--- src/rtl/led_sched_pkg.sv ---
// rtl/led_sched_pkg.sv - state encoding, GRB channel layout and defaults for the LED refresh scheduler
// SCALE state and pixel scaling exist only with LED_REFRESH_SCHEDULER_BRIGHTNESS_EN defined.
package led_sched_pkg;

  typedef enum logic [2:0] {
    ST_IDLE    = 3'd0,
    ST_READ    = 3'd1,
    ST_RDWAIT  = 3'd2,
    ST_PRESENT = 3'd3,
    ST_DRAIN   = 3'd4,
    ST_LATCH   = 3'd5
`ifdef LED_REFRESH_SCHEDULER_BRIGHTNESS_EN
    , ST_SCALE = 3'd6
`endif
  } sched_state_e;

  localparam int CH_W     = 8;
  localparam int CH_G_LSB = 16;
  localparam int CH_R_LSB = 8;
  localparam int CH_B_LSB = 0;

  localparam int DEFAULT_LATCH_CYCLES = 2000;

  function automatic logic [CH_W-1:0] scale_chan(input logic [CH_W-1:0] c, input logic [7:0] b);
    logic [15:0] prod;
    prod = {8'd0, c} * {8'd0, b};
    return prod[15:8];
  endfunction

  function automatic logic [23:0] scale_pixel(input logic [23:0] p, input logic [7:0] b);
    return {scale_chan(p[CH_G_LSB +: CH_W], b),
            scale_chan(p[CH_R_LSB +: CH_W], b),
            scale_chan(p[CH_B_LSB +: CH_W], b)};
  endfunction

endpackage

--- src/rtl/led_port_arbiter.sv ---
// rtl/led_port_arbiter.sv - framebuffer port grant between CPU writes and refresh reads
module led_port_arbiter
  import led_sched_pkg::*;
#(
  parameter int STARVE_MAX = 4
) (
  input  logic clk,
  input  logic rst_n,
  input  logic cpu_req,
  input  logic rd_req,
  output logic cpu_grant,
  output logic rd_grant
);

  localparam int CW = (STARVE_MAX < 1) ? 1 : $clog2(STARVE_MAX + 1);

  logic [CW-1:0] starve_cnt_q, starve_cnt_d;
  logic          starved;

  // CPU has priority until the refresh read has lost STARVE_MAX times in a row.
  always_comb begin
    starved      = rd_req && (starve_cnt_q == CW'(STARVE_MAX));
    cpu_grant    = cpu_req && !starved;
    rd_grant     = rd_req && !cpu_grant;
    starve_cnt_d = starve_cnt_q;
    if (rd_grant)
      starve_cnt_d = '0;
    else if (cpu_grant && rd_req && (starve_cnt_q != CW'(STARVE_MAX)))
      starve_cnt_d = starve_cnt_q + CW'(1);
  end

  always_ff @(posedge clk or negedge rst_n) begin
    if (!rst_n) starve_cnt_q <= '0;
    else        starve_cnt_q <= starve_cnt_d;
  end

endmodule

--- src/rtl/led_refresh_scheduler.sv ---
// rtl/led_refresh_scheduler.sv - framebuffer-to-serializer refresh sequencer with latch gap
// LED_REFRESH_SCHEDULER_BRIGHTNESS_EN adds cfg_brightness and a per-pixel SCALE stage.
module led_refresh_scheduler
  import led_sched_pkg::*;
#(
  parameter int ADDR_W       = 6,
  parameter int DATA_W       = 24,
  parameter int LATCH_CYCLES = DEFAULT_LATCH_CYCLES,
  parameter int STARVE_MAX   = 4
) (
  input  logic              clk,
  input  logic              rst_n,
  input  logic              cfg_enable,
  input  logic              cfg_auto,
  input  logic [ADDR_W:0]   cfg_led_count,
`ifdef LED_REFRESH_SCHEDULER_BRIGHTNESS_EN
  input  logic [7:0]        cfg_brightness,
`endif
  input  logic              start,
  output logic              busy,
  output logic              frame_done,
  input  logic              cpu_wr_req,
  input  logic [ADDR_W-1:0] cpu_wr_addr,
  input  logic [DATA_W-1:0] cpu_wr_data,
  output logic              cpu_wr_ack,
  output logic              mem_en,
  output logic              mem_we,
  output logic [ADDR_W-1:0] mem_addr,
  output logic [DATA_W-1:0] mem_wdata,
  input  logic [DATA_W-1:0] mem_rdata,
  output logic              pix_valid,
  output logic [DATA_W-1:0] pix_data,
  input  logic              pix_ready,
  input  logic              ser_busy
);

  localparam int CNT_W    = ADDR_W + 1;
  localparam int MAX_LEDS = 1 << ADDR_W;
  localparam int LCW      = $clog2(LATCH_CYCLES + 1);
`ifdef LED_REFRESH_SCHEDULER_BRIGHTNESS_EN
  localparam sched_state_e POST_RD = ST_SCALE;
`else
  localparam sched_state_e POST_RD = ST_PRESENT;
`endif

  sched_state_e      state_q, state_d;
  logic [ADDR_W-1:0] idx_q, idx_d;
  logic [CNT_W-1:0]  cnt_max_q, cnt_max_d;
  logic [DATA_W-1:0] pix_q, pix_d;
  logic [LCW-1:0]    latch_cnt_q, latch_cnt_d;
  logic              aborted_q, aborted_d;
`ifdef LED_REFRESH_SCHEDULER_BRIGHTNESS_EN
  logic [7:0]        bright_q, bright_d;
`endif

  logic             rd_req, rd_grant, cpu_grant;
  logic             start_ok, restart_ok, latch_end, is_last, handshake, in_fetch;
  logic [CNT_W-1:0] led_count_sat;

  led_port_arbiter #(.STARVE_MAX(STARVE_MAX)) u_arb (
    .clk       (clk),
    .rst_n     (rst_n),
    .cpu_req   (cpu_wr_req),
    .rd_req    (rd_req),
    .cpu_grant (cpu_grant),
    .rd_grant  (rd_grant)
  );

  always_comb begin
    rd_req        = (state_q == ST_READ) && cfg_enable;
    start_ok      = start && cfg_enable && (cfg_led_count != '0);
    restart_ok    = cfg_auto && cfg_enable && (cfg_led_count != '0);
    latch_end     = (state_q == ST_LATCH) && (latch_cnt_q == LCW'(LATCH_CYCLES - 1));
    is_last       = ({1'b0, idx_q} == (cnt_max_q - CNT_W'(1)));
    handshake     = (state_q == ST_PRESENT) && pix_ready;
    led_count_sat = (cfg_led_count > CNT_W'(MAX_LEDS)) ? CNT_W'(MAX_LEDS) : cfg_led_count;
`ifdef LED_REFRESH_SCHEDULER_BRIGHTNESS_EN
    in_fetch      = (state_q == ST_READ) || (state_q == ST_RDWAIT) || (state_q == ST_SCALE);
`else
    in_fetch      = (state_q == ST_READ) || (state_q == ST_RDWAIT);
`endif
  end

  always_ff @(posedge clk or negedge rst_n) begin
    if (!rst_n) state_q <= ST_IDLE;
    else        state_q <= state_d;
  end

  always_comb begin
    state_d = state_q;
    unique case (state_q)
      ST_IDLE:    if (start_ok) state_d = ST_READ;
      ST_READ:    if (!cfg_enable) state_d = ST_DRAIN;
                  else if (rd_grant) state_d = ST_RDWAIT;
      ST_RDWAIT:  state_d = cfg_enable ? POST_RD : ST_DRAIN;
`ifdef LED_REFRESH_SCHEDULER_BRIGHTNESS_EN
      ST_SCALE:   state_d = cfg_enable ? ST_PRESENT : ST_DRAIN;
`endif
      ST_PRESENT: if (pix_ready) state_d = (is_last || !cfg_enable) ? ST_DRAIN : ST_READ;
      ST_DRAIN:   if (!ser_busy) state_d = ST_LATCH;
      ST_LATCH:   if (latch_end) state_d = restart_ok ? ST_READ : ST_IDLE;
      default:    state_d = ST_IDLE;
    endcase
  end

  always_comb begin
    idx_d       = idx_q;
    cnt_max_d   = cnt_max_q;
    pix_d       = pix_q;
    latch_cnt_d = latch_cnt_q;
    aborted_d   = aborted_q;
`ifdef LED_REFRESH_SCHEDULER_BRIGHTNESS_EN
    bright_d    = bright_q;
`endif
    if (((state_q == ST_IDLE) && start_ok) || (latch_end && restart_ok)) begin
      idx_d     = '0;
      cnt_max_d = led_count_sat;
      aborted_d = 1'b0;
`ifdef LED_REFRESH_SCHEDULER_BRIGHTNESS_EN
      bright_d  = cfg_brightness;
`endif
    end
    if (state_q == ST_RDWAIT) pix_d = mem_rdata;
`ifdef LED_REFRESH_SCHEDULER_BRIGHTNESS_EN
    if (state_q == ST_SCALE) pix_d = scale_pixel(pix_q, bright_q);
`endif
    if (handshake && !is_last && cfg_enable) idx_d = idx_q + ADDR_W'(1);
    // A frame cut short before its last pixel is handed over is aborted.
    if ((in_fetch && !cfg_enable) || (handshake && !cfg_enable && !is_last)) aborted_d = 1'b1;
    if (state_q == ST_DRAIN) latch_cnt_d = '0;
    else if (state_q == ST_LATCH) latch_cnt_d = latch_cnt_q + LCW'(1);
  end

  always_ff @(posedge clk or negedge rst_n) begin
    if (!rst_n) begin
      idx_q       <= '0;
      cnt_max_q   <= '0;
      pix_q       <= '0;
      latch_cnt_q <= '0;
      aborted_q   <= 1'b0;
`ifdef LED_REFRESH_SCHEDULER_BRIGHTNESS_EN
      bright_q    <= '0;
`endif
    end else begin
      idx_q       <= idx_d;
      cnt_max_q   <= cnt_max_d;
      pix_q       <= pix_d;
      latch_cnt_q <= latch_cnt_d;
      aborted_q   <= aborted_d;
`ifdef LED_REFRESH_SCHEDULER_BRIGHTNESS_EN
      bright_q    <= bright_d;
`endif
    end
  end

  always_comb begin
    busy       = (state_q != ST_IDLE);
    pix_valid  = (state_q == ST_PRESENT);
    pix_data   = pix_q;
    frame_done = latch_end && !aborted_q;
    cpu_wr_ack = cpu_grant;
    mem_en     = cpu_grant || rd_grant;
    mem_we     = cpu_grant;
    mem_addr   = cpu_grant ? cpu_wr_addr : idx_q;
    mem_wdata  = cpu_grant ? cpu_wr_data : '0;
  end

endmodule

--- config.mk ---
export PLATFORM = sky130hd
export DESIGN_NAME = led_refresh_scheduler
export DESIGN_NICKNAME = d
export VERILOG_FILES = /design/src/rtl/led_sched_pkg.sv /design/src/rtl/led_port_arbiter.sv /design/src/rtl/led_refresh_scheduler.sv
export SDC_FILE = /design/constraint.sdc
export NUM_CORES = 1
export LEC_CHECK = 0
export ABC_AREA = 1
export CAP_MARGIN = 25
export CORE_ASPECT_RATIO = 1.1
export CORE_MARGIN = 2
export CORE_UTILIZATION = 47
export DETAILED_ROUTE_END_ITERATION = 8
export GPL_TIMING_DRIVEN = 0
export PLACE_DENSITY = 0.93
export SETUP_SLACK_MARGIN = 0.3
export SLEW_MARGIN = 20
export SYNTH_ARGS = -nofsm -noshare
export SYNTH_HDL_FRONTEND = slang
export SYNTH_SLANG_ARGS = --single-unit
--- constraint.sdc ---
create_clock -name clk -period 2.9 [get_ports clk]
set_input_delay 0.435 -clock clk [delete_from_list [all_inputs] [get_ports clk]]
set_output_delay 0.435 -clock clk [all_outputs]
set_load 0.05 [all_outputs]
==> flow_metrics.py <==
metrics = {
    "status": {
        "status": "completed",
    },
    "clock_network": {
        "postCtsHoldBufs": 0,
        "cts.sinks": 55,
        "clockBufferDepth": 2,
        "clockRootBuffer": "clkbuf_8",
        "clkTransAtPathRegs_ns": 0.09,
        "cts_tree": "built",
        "clk_latency_ns": 0.31,
        "htreeDepth": 2,
        "numCtsBuffers": 5,
    },
    "route": {
        "wl_met3_um": 887,
        "top_layer": "met4",
        "dr.pass1.iters": 4,
        "routedWlPerCell_um": 13.0,
        "met1_length_um": 3350,
        "routed-wl-met2_um": 4300,
        "wl_um": 8690,
        "viasPerCell": 4.97,
        "vias": 3325,
        "drt-initial-drc-count": 175,
        "ant_nets": 0,
        "drc_errors": 0,
    },
    "die": {
        "fp.dieW_um": 82.5,
        "start_util_pct": 48.3,
        "coreArea_um2": 6590,
        "io_pins": 129,
        "rows": 31,
        "die-area_um2": 7460,
        "fp.dieH_um": 90.4,
    },
    "cells_and_area": {
        "antennaDiodeCount": 0,
        "final_nets": 660,
        "area_delta_synth_final_pct": 44.8,
        "drive_gt1_share_pct": 13.3,
        "final_area_um2": 4610,
    },
    "sta": {
        "holdWs_ns": 0.150,
        "layout_setup_ws_ns": 0.305,
        "slew_headroom_pct": 54.8,
        "tightest_slew_ns": 0.678,
        "clock.fmax_mhz": 385,
        "fin_crit_sh_pct": 89.5,
        "skew_ns": 0.00503,
        "drv_slew": 0,
        "setup_viol": 0,
        "min_period_ns": 2.60,
        "hold_viol": 0,
        "grt_setup_unrepaired": "yes",
    },
    "global_route": {
        "grt_use_total_pct": 23.6,
        "grt_antenna_before_repair": 0,
        "grt_pass1_wl_um": 14000,
        "grt_max_degree": 56,
        "grt_pass1_vias": 3257,
        "grt-ovfl-total": 0,
    },
    "pwr": {
        "p_per_area_nw_per_um2": 875,
        "p_leak_nw": 2.38,
        "ir_drop_mv": 0.691,
    },
    "place": {
        "placed_area_um2": 4570,
        "hpwl_um": 6560,
        "post-place-ws_ns": -0.370,
        "portBuffers": 128,
        "routabilityCongestion": 0.922,
    },
    "yosys": {
        "ys_top_cells_by_count": "nand2_1 (154), inv_1 (59), dfrtp_1 (55), nor2_1 (48), nand3_1 (30)",
        "synthMuxAreaShare_pct": 0,
        "synth_fa_ha_area_share_pct": 1.96,
        "postSynthAreaPerCell_um2": 7.19,
        "yosysWarnings": 0,
        "ys_seq_elements": 55,
        "synthCells": 443,
        "syn-num-nets": 517,
        "yosysMostFrequentCell": "nand2_1",
        "synth_top_cell_by_area": "dfrtp_1",
        "async_reset_ff_share_pct": 100,
        "synth_enable_flop_cells": 0,
        "syn-cell-area_um2": 3190,
        "synth_compound_area_share_pct": 6.75,
        "synth_top_area_share_pct": 43.2,
        "yosysSeqAreaShare_pct": 43.2,
        "synth_top_family_by_area": "simple AND/OR/NAND/NOR gates",
        "synthTopCellsByArea": "dfrtp_1 (43%), nand2_1 (18%), inv_1 (6.9%)",
        "yosys.area_share.simple_pct": 35.3,
        "synth_flop_cell": "dfrtp_1",
        "synthDistinctLibCells": 38,
        "synth_xor_area_share_pct": 2.20,
    },
    "worst_setup_path": {
        "path_cells": "clkdlybuf4s50_1 > inv_1 > nor2_4 > inv_2 > o21ai_4 > inv_2 > buf_6 > o21ai_1 > buf_2",
        "worstPathArrival_ns": 2.16,
        "cp_top_family": "buffers and inverters",
        "worstPathMaxFanout": 11,
        "max_stage_delay_ns": 0.51,
        "cp-start-kind": "primary input",
        "path_class": "in2out",
        "path_common_cell": "inv_2",
        "crit_buf_inv": 6,
        "cpMaxStageDelayCell": "clkdlybuf4s50_1",
        "endpoint_kind": "output port",
        "required_ns": 2.47,
    },
    "min_path": {
        "hold_path.class": "in2async",
    },
    "flow_run": {
        "cap_violations": 0,
    },
}
-- final timing paths --
| check | start | end | slack (ns) | cells after the start |
|---|---|---|---|---|
| min in group clk | pix_data[14]$_DFFE_PN0N_ | pix_data[14]$_DFFE_PN0N_ | 0.48 | 2 |
| min | rst_n | cnt_max_q[2]$_DFFE_PN0P_ | 0.15 | 1 |
| max reg2reg | cnt_max_q[0]$_DFFE_PN0P_ | idx_q[3]$_DFFE_PN0P_ | 0.88 | 11 |
| max in group asynchronous | rst_n | state_q[2]$_DFFE_PN0P_ | 2.26 | 1 |
| max | cfg_enable | mem_addr[3] | 0.30 | 9 |
| min reg2reg | pix_data[14]$_DFFE_PN0N_ | pix_data[14]$_DFFE_PN0N_ | 0.48 | 2 |
-- routing by layer --
metal / GRT usage [%] / vias to the layer above
met2: 41.1 / 144
met3: 7.00 / 12
met5: 0 / -
li1: - / 1658
met1: 26.3 / 1511
met4: 9.15 / 0
-- layout by cell type (no fill, tap or decap), types with 6 or more instances in the layout --
| cell | instances |
|---|---|
| buf_2 | 20 |
| a21oi_1 | 6 |
| nand4_1 | 7 |
| clkdlybuf4s50_1 | 92 |
| dlygate4sd2_1 | 6 |
| nor3_1 | 6 |
| nand2_1 | 154 |
| buf_4 | 12 |
| xor2_1 | 7 |
| inv_2 | 9 |
| nor2_1 | 48 |
| o21ai_0 | 13 |
| inv_1 | 58 |
| dfrtp_1 | 54 |
| nand3_1 | 30 |
| o21ai_1 | 6 |
-- flip-flops by register name, indices dropped and copies added (netlist names) --
register,count
latch_cnt_q,11
state_q,3
idx_q,6
pix_data,24
u_arb.starve_cnt_q,3
cnt_max_q,7
aborted_q,1
-- stage by stage --
| step | power [mW] | setup TNS, ns | util (%) | cells |
|---|---|---|---|---|
| after floorplan | 2.84 | 0 | - | 443 |
| after global placement | 3.54 | -14.24 | 69.3 | 653 |
| after global routing | 4.33 | 0 | 70.0 | 669 |
| after CTS | 4.03 | 0 | 70.8 | 664 |
| final | 4.04 | 0 | 70.0 | 669 |
| after detailed placement | 3.61 | -5.86 | 69.3 | 653 |
-- area by class of cell --
cell class / count / area (um^2)
Clock buffer: 6 / 72.6
Sequential cell: 55 / 1380
Multi-Input combinational cell: 309 / 1480
Fill cell: 558 / 1980
Buffer: 11 / 78.8
Inverter: 69 / 264
Tap cell: 82 / 103
Clock inverter: 2 / 12.5
Timing Repair Buffer: 135 / 1220
-- repair_timing --
item                                    4_1_cts  5_1_grt
pin swaps                                     0        2
endpoints found under the setup margin       35       30
gates resized for setup                     110       53
buffers inserted                              2        5
cloned                                        1        0
-- power by group --
part / switching [mW] / total [mW] / internal, mW
Sequential: 0.181 / 1.22 / 1.04
Combinational: 1.61 / 2.41 / 0.801
Clock: 0.241 / 0.410 / 0.169
-- worst register-to-register path: stages (launching register included) --
cell and delay [ns]:
dfrtp_1 0.42, inv_1 0.18, ha_1 0.22, nand2_1 0.10
nor2_1 0.18, nand3_1 0.10, nand2_1 0.08, nor2_1 0.05
nand2_2 0.16, nand3_2 0.16, or2_0 0.25, nand2_1 0.06
-- cells by family (layout without fill, tap and decap cells) --
kind of cell / count (synthesis) / count (layout)
simple gates: 259 / 259
buf+inv: 80 / 223
xor+xnor: 8 / 8
compound gates: 36 / 37
fa+ha+maj: 5 / 5
flops: 55 / 55
Power figures use the tool's default switching activity.
